File: config.mk
export PLATFORM = sky130hd
export DESIGN_NAME = ifu
export DESIGN_NICKNAME = d
export VERILOG_FILES = /design/src/rtl/npc_pkg.sv /design/src/rtl/ifu.sv
export SDC_FILE = /design/constraint.sdc
export NUM_CORES = 1
export LEC_CHECK = 0
export CAP_MARGIN = 25
export CORE_UTILIZATION = 42
export CTS_CLUSTER_DIAMETER = 150
export CTS_CLUSTER_SIZE = 28
export DETAILED_ROUTE_END_ITERATION = 6
export PLACE_DENSITY = 0.81
export SKIP_LAST_GASP = 1
export SLEW_MARGIN = 10
export SYNTH_ARGS = -nofsm -noshare
export SYNTH_HDL_FRONTEND = slang
export SYNTH_SLANG_ARGS = --single-unit
File: constraint.sdc
create_clock -name clk -period 2.6 [get_ports clk]
set_input_delay 0.65 -clock clk [delete_from_list [all_inputs] [get_ports clk]]
set_output_delay 0.65 -clock clk [all_outputs]
set_load 0.01 [all_outputs]
File: src/rtl/npc_pkg.sv
// Shared definitions for the instruction fetch unit: reset PC,
// the halting instruction word and the fetch FSM state encoding.
package npc_pkg;

  localparam logic [31:0] RESET_PC_DEFAULT = 32'h8000_0000;
  localparam logic [31:0] EBREAK_INST      = 32'h0010_0073;

  typedef enum logic [2:0] {
    S_IDLE = 3'd0,
    S_REQ  = 3'd1,
    S_WAIT = 3'd2,
    S_HOLD = 3'd3,
    S_HALT = 3'd4
  } ifu_state_t;

endpackage

File: src/rtl/ifu.sv
// Instruction fetch unit: one outstanding word fetch, a one-entry
// buffer to the decoder, redirect with kill of in-flight responses.
// Ports:
//   clk, rst_n                         clock, async active-low reset
//   imem_req_valid/ready/addr          fetch request channel
//   imem_rsp_valid/data                fetch response (no backpressure)
//   inst_valid/ready, inst, inst_pc    decoder handshake
//   redirect_valid, redirect_pc        branch/jump target
//   halted                             set after EBREAK is consumed
module ifu
  import npc_pkg::*;
#(
  parameter logic [31:0] RESET_PC    = RESET_PC_DEFAULT,
  parameter logic [31:0] EBREAK_INST = npc_pkg::EBREAK_INST
) (
  input  logic        clk,
  input  logic        rst_n,
  output logic        imem_req_valid,
  input  logic        imem_req_ready,
  output logic [31:0] imem_req_addr,
  input  logic        imem_rsp_valid,
  input  logic [31:0] imem_rsp_data,
  output logic        inst_valid,
  input  logic        inst_ready,
  output logic [31:0] inst,
  output logic [31:0] inst_pc,
  input  logic        redirect_valid,
  input  logic [31:0] redirect_pc,
  output logic        halted
);

  ifu_state_t  state_q, state_d;
  logic [31:0] pc_q, pc_d;
  logic [31:0] buf_q, buf_d;
  logic        kill_q, kill_d;
  logic [31:0] redir_pc;
  logic        unused_redir_bits;

  assign redir_pc          = {redirect_pc[31:2], 2'b00};
  assign unused_redir_bits = ^redirect_pc[1:0];

  always_comb begin
    state_d = state_q;
    pc_d    = pc_q;
    buf_d   = buf_q;
    kill_d  = kill_q;
    unique case (state_q)
      S_IDLE: begin
        state_d = S_REQ;
      end
      S_REQ: begin
        if (redirect_valid) begin
          pc_d = redir_pc;
          // Old address already accepted: its
          // response must be dropped.
          if (imem_req_ready) begin
            state_d = S_WAIT;
            kill_d  = 1'b1;
          end
        end else if (imem_req_ready) begin
          state_d = S_WAIT;
        end
      end
      S_WAIT: begin
        if (redirect_valid) begin
          pc_d = redir_pc;
          if (imem_rsp_valid) begin
            state_d = S_REQ;
            kill_d  = 1'b0;
          end else begin
            kill_d = 1'b1;
          end
        end else if (imem_rsp_valid) begin
          if (kill_q) begin
            state_d = S_REQ;
            kill_d  = 1'b0;
          end else begin
            buf_d   = imem_rsp_data;
            state_d = S_HOLD;
          end
        end
      end
      S_HOLD: begin
        // Redirect wins over a same-cycle consume.
        if (redirect_valid) begin
          pc_d    = redir_pc;
          state_d = S_REQ;
        end else if (inst_ready) begin
          pc_d = pc_q + 32'd4;
          if (buf_q == EBREAK_INST) begin
            state_d = S_HALT;
          end else begin
            state_d = S_REQ;
          end
        end
      end
      S_HALT: begin
        state_d = S_HALT;
      end
      default: begin
        state_d = S_IDLE;
      end
    endcase
  end

  always_ff @(posedge clk or negedge rst_n) begin
    if (!rst_n) begin
      state_q <= S_IDLE;
      pc_q    <= RESET_PC;
      buf_q   <= 32'd0;
      kill_q  <= 1'b0;
    end else begin
      state_q <= state_d;
      pc_q    <= pc_d;
      buf_q   <= buf_d;
      kill_q  <= kill_d;
    end
  end

  assign imem_req_valid = (state_q == S_REQ);
  assign imem_req_addr  = pc_q;
  assign inst_valid     = (state_q == S_HOLD);
  assign inst           = buf_q;
  assign inst_pc        = pc_q;
  assign halted         = (state_q == S_HALT);

endmodule

==> flow_summary_export.csv, run 1 <==
group,metric,value,unit
die,io_pins,169,
pwr,power_frac_seq,32.5,%
sta,finalHoldViolations,0,
critical_path,rr_worst_depth,6,
route,drc,0,
pwr,clock_power_share,17.3,%
yosys,syn-cell-area,0.00377,mm2
yosys,seq_area_frac_synth,43.9,%
layout,num_antenna_cells,0,
grt,antenna_found_initial,0,
die,row_count,34,
place,dpl.hpwl,7990,um
clock_tree,path_clk_slew,80,ps
place,gp_congestion,0.838,
die,core,0.00872,mm2
place,pre_cts_ws,127,ps
grt,grt_max_degree,51,
critical_path,cp_max_fo,8,
sta,relSlewSlack,48.6,%
yosys,synth-seq-cells,66,
sta,rsz0062_at_grt,"no",
sta,fmax,398,MHz
critical_path,cp_data_required_time,1950,ps
die,die-height,96.7,um
yosys,synth_warnings,0,
grt,grt_pass1_wl,17900,um
pwr,powerDensity,1200,mW/mm2
outcome,status,"finished clean",
route,met2_length,5560,um
sta,slew_viol_final,0,
layout,areaGrowthSynthToFinish,48.1,%
route,highest_layer,"met4",
pwr,swShare,37.5,%
grt,grt_pass1_vias,3538,
route,wl_met1,4460,um
sta,setup_violations,0,
critical_path,reg2reg_to,"imem_req_addr[22]",
pwr,peakVddDrop,0.620,mV
die,initial_core_util,43.2,%
clock_tree,cts.sinks,66,
critical_path,cp.arrival,1860,ps
worst_hold_path,worstHoldPathType,"in2async",
route,wl_met3,857,um
pwr,p_sw,2.52,mW
clock_tree,cts_buffers,9,
critical_path,crit_path_start_kind,"register",
layout,drive_gt1_share,14.2,%
route,dr.pass1.iters,4,
die,dieArea,0.00936,mm2
sta,tightest_slew,772,ps
grt,grt_use_total,23.8,%
sta,layout_setup_ws,86.8,ps
route,drt_iter0_markers,214,
clock_tree,clkLatencyLatePin,350,ps
yosys,ys_types,45,
pwr,pwr-share-comb,50.2,%
pwr,p_int,4.19,mW
sta,fin_tns_setup,0,ps
yosys,synth_edf_count,0,
yosys,netlist_instances,393,
job,cap_violations,0,
route,dr_total_vias,3616,
yosys,yosys_most_used_dff,"dfrtp_1",
critical_path,startpoint,"state_q[2]",
route,drt_wl_total,11000,um
clock_tree,ctsHoldBuffers,0,
clock_tree,htree_levels,3,
route,detail-route-antenna-nets,0,
pwr,p_leak,2.23,nW
clock_tree,cts_tree,"yes",
yosys,postSynth.asyncResetShare,100,%
yosys,synth_area_per_cell,9.59,um2
clock_tree,clockBufferDepth,2,
clock_tree,cts_root_buffer,"clkbuf_8",
sta,skew,7.48,ps
place,io_buffers,162,
route,via_per_inst,5.68,
layout,layout.nets,595,
die,die_w,96.7,um
critical_path,r2r-start,"imem_req_addr[2]",
critical_path,r2r_slack,420,ps
sta,fin_crit_sh,96.7,%
sta,min_period,2510,ps
grt,grt_remaining_overflow,0,
critical_path,end_kind,"output pin",
sta,fin_hold_ws,377,ps
route,wl_per_cell,17.3,um
critical_path,endpoint,"halted",
critical_path,path_class,"reg2out",
area by class of cell:
class | count | area, um2
multi-input cells | 270 | 1760
clock inverters | 7 | 141
inverters | 4 | 15.0
well taps | 108 | 135
repair buffers | 173 | 1750
fillers | 699 | 3140
clock buffers | 9 | 124
flip-flops and latches | 66 | 1660
state kept, by name (all words and copies together), names as in the netlist:
signal,cells
kill_q,1
inst,32
state_q,3
imem_req_addr,30
how the worst min path moves through the flow:
stage | from | endpoint | slack, ps | depth (start not counted)
2_1_floorplan | rst_n | imem_req_addr[10] | 350 | 0
3_3_place_gp | kill_q | kill_q | 490 | 2
3_5_place_dp | inst[5] | inst[5] | 520 | 1
4_1_cts | rst_n | imem_req_addr[12] | 390 | 1
5_1_grt | rst_n | imem_req_addr[7] | 410 | 1
6_report | rst_n | imem_req_addr[5] | 380 | 1
placed cells by master (no fill, tap or decap), types with 9 or more instances in the layout:
master / n
clkdlybuf4s50_1: 161
dfrtp_1: 63
mux2_2: 32
a21oi_1: 30
nand2_1: 26
nor2_1: 26
o21ai_0: 22
nand3_1: 20
nor3_1: 12
and3_1: 10
nand4_1: 9
or3_1: 9
clkbuf_8: 9
per-stage QoR:
| step | utilization, % | area (um2) | std cells | power [mW] |
|---|---|---|---|---|
| finish | 64.0 | 5580 | 637 | 6.71 |
| global route | 64.0 | 5580 | 637 | 7.10 |
| CTS | 64.0 | 5580 | 637 | 6.74 |
| detailed placement | 60.9 | 5320 | 621 | 5.54 |
| global placement | 60.9 | 5320 | 621 | 5.44 |
| floorplan | - | 3780 | 396 | 3.88 |
metal layers:
metal	GRT usage, %	vias to the layer above
met5	0	-
met4	7.35	0
met3	6.94	15
met2	40.5	169
met1	29.0	1746
li1	-	1686
cell usage after synthesis, types with 10 or more instances:
cell type / instances / share of area [%]
a21oi_1: 30 / 4.0
and3_1: 10 / 1.7
buf_2: 14 / 1.9
buf_4: 34 / 6.8
dfrtp_1: 65 / 43
mux2_2: 32 / 9.6
nand2_1: 26 / 2.6
nand3_1: 20 / 2.7
nor2_1: 26 / 2.6
nor3_1: 12 / 1.6
o21ai_0: 22 / 2.9
repair_timing:
action	CTS	global route
resized for setup	1	1
buffers inserted	0	0
endpoints found under the setup margin	1	1
power by group through the flow:
stage / clock network [mW] / logic, mW / registers [mW]
finish: 1.16 / 3.37 / 2.18
global placement: 0 / 3.29 / 2.14
global route: 1.23 / 3.60 / 2.27
CTS: 1.18 / 3.39 / 2.17
detailed placement: 0 / 3.36 / 2.18
floorplan: 0 / 1.64 / 2.23
logic make-up after synthesis:
family | count (synthesis) | share of synthesized area, %
adder cells (fa/ha/maj) | 1 | 0.332
flip-flops | 66 | 43.9
other | 1 | 0.0995
AO/OA/AOI/OAI | 95 | 16.1
AND/OR/NAND/NOR | 138 | 20.2
buffers and inverters | 60 | 9.83
multiplexers | 32 | 9.56
critical path, cell delays in order (launching register included):
cell             delay (ps)
dfrtp_2                 470
inv_1                   140
nor3_1                  290
clkdlybuf4s50_1         620
Note: power is estimated with default switching activity, not from simulation.
==> run 2, diff against run 1 <==
- CORE_UTILIZATION: 42 -> 61
- DONT_BUFFER_PORTS: default -> 1
- PLACE_DENSITY: 0.81 -> 0.77
- TNS_END_PERCENT: default -> 50
==> run 2 against run 1 <==
Effect of this change: design area decreased by 30%; first-iteration DRC count decreased by 23%; total power decreased by 23%; sequential power grew 17%; hold slack lost 230 ps; count of clock-buffer cells in the layout is 1 higher; clock power is essentially flat; utilization is 1.2 points higher; clock skew rose by 5.0 ps.
==> flow_summary_export.csv, run 2 (synthesis results as in run 1) <==
group,metric,value,unit
outcome,status,"finished clean",
route,wl_per_cell,20.4,um
clock_tree,path_clk_slew,70,ps
critical_path,cp_data_required_time,2860,ps
critical_path,rr_worst_depth,6,
grt,grt_pass1_vias,2812,
sta,relSlewSlack,54.6,%
die,die-height,80.6,um
layout,final_common_cell,"dfrtp_1",
sta,slew_viol_final,0,
layout,layout.nets,432,
clock_tree,cts_root_buffer,"clkbuf_8",
clock_tree,cts_buffers,9,
route,drt_wl_total,9000,um
grt,grt_use_total,28.4,%
critical_path,crit_chain,"ha_1, and4_4, nand3_2, or4_4, a21o_1, a21oi_1",
die,io_pins,169,
sta,skew,12.5,ps
layout,num_antenna_cells,0,
pwr,powerDensity,1340,mW/mm2
job,cap_violations,0,
critical_path,slowest_stage,"dfrtp_1",
sta,finalHoldViolations,0,
sta,fin_tns_setup,0,ps
layout,fill_cells,477,
die,initial_core_util,63.3,%
layout,areaGrowthSynthToFinish,3.09,%
sta,fin_hold_ws,151,ps
critical_path,end_kind,"register",
layout,largest_register_ffs,32,
critical_path,cp_max_fo,7,
die,row_count,28,
place,dpl.hpwl,6170,um
worst_hold_path,worstHoldPathType,"in2async",
die,core,0.00596,mm2
die,die_w,80.6,um
route,dr.pass1.iters,4,
route,drc,0,
critical_path,path_class,"reg2reg",
grt,grt_remaining_overflow,0,
grt,grt_pass1_wl,13800,um
sta,setup_violations,0,
route,dr_total_vias,2942,
clock_tree,clockBufferDepth,2,
place,io_buffers,0,
route,detail-route-antenna-nets,0,
grt,grt_max_degree,66,
die,dieArea,0.00650,mm2
sta,min_period,2200,ps
clock_tree,htree_levels,3,
layout,drive_gt1_share,19.1,%
pwr,p_leak,1.59,nW
clock_tree,ctsResizeCount,0,
sta,tightest_slew,681,ps
critical_path,cp.arrival,2460,ps
clock_tree,cts_tree,"yes",
clock_tree,cts.sinks,66,
critical_path,crit_path_start_kind,"register",
route,via_per_inst,6.67,
route,drt_iter0_markers,164,
place,gp_congestion,0.816,
sta,fmax,455,MHz
pwr,finalPower,5.19,mW
pwr,peakVddDrop,0.693,mV
layout,final_cell_mix,"65 x dfrtp_1, 32 x mux2_2, 30 x a21oi_1, 26 x nand2_1, 26 x nor2_1",
clock_tree,clkLatencyLatePin,340,ps
sta,fin_crit_sh,84.6,%
critical_path,critPathMaxStageDelay,540,ps
sta,rsz0062_at_grt,"no",
grt,antenna_found_initial,0,
==> run 2: cell count changes in the layout (fill, tap and decap cells not counted), sizes merged <==
cell | before | now
clkinvlp | 1 | 0
clkdlybuf4s50 | 161 | 0
inv | 4 | 5
clkbuf | 9 | 10
buf | 12 | 10
clkinv | 2 | 1
==> run 2: final cells by class <==
type                            count  area (um2)  share of cell area, %
Clock buffer                       10         128                   3.29
Timing Repair Buffer               10        95.1                   2.45
Clock inverter                      6         138                   3.54
Tap cell                           75        93.8                   2.42
Sequential cell                    66        1650                   42.5
Inverter                            4        15.0                  0.386
Multi-Input combinational cell    270        1760                   45.4
==> run 2: worst max-delay path, delay by kind of cell, from the launching register on <==
| kind | cells | cell delay, ps |
|---|---|---|
| AOI/OAI and AO/OA | 2 | 330 |
| adders and majority gates | 1 | 280 |
| DFF | 1 | 540 |
| and+or+nand+nor | 3 | 980 |
==> run 2: final timing paths <==
| kind | start | endpoint | slack [ps] |
|---|---|---|---|
| min | rst_n | imem_req_addr[31] | 150 |
| max reg2reg | imem_req_addr[2] | imem_req_addr[22] | 400 |
| max in group asynchronous | rst_n | inst[2] | 2140 |
| min in group clk | redirect_pc[2] | imem_req_addr[2] | 440 |
| min reg2reg | kill_q | kill_q | 540 |
| max | imem_req_addr[2] | imem_req_addr[22] | 400 |
==> run 2: per-layer routing <==
metal	wire [um]	vias to the layer above	track usage [%]
met5	0	-	0
met4	213	0	13.4
met3	897	18	9.43
met2	4150	152	41.9
met1	3740	1417	37.4
li1	-	1355	-
==> run 2: per-stage QoR <==
step | instances | setup slack (ps) | cell area (um2) | util, %
final | 441 | 400 | 3880 | 65.2
after global routing | 441 | 283 | 3880 | 65.2
after CTS | 441 | 403 | 3880 | 65.2
after detailed placement | 424 | 419 | 3590 | 60.3
after global placement | 424 | 478 | 3590 | 60.3
after floorplan | 396 | 695 | 3780 | -
==> run 2: power breakdown <==
part	switching, mW	internal [mW]	total (mW)	leakage, nW
Clock	0.410	0.740	1.15	0.131
Sequential	1.05	1.52	2.56	0.792
Combinational	0.818	0.660	1.48	0.665
Total	2.28	2.92	5.19	1.59
==> run 2: what timing repair did <==
item | 4_1_cts | 5_1_grt
hold buffers | 1 | 0
hold endpoints to repair | 65 | 0
buffers inserted | 0 | 0
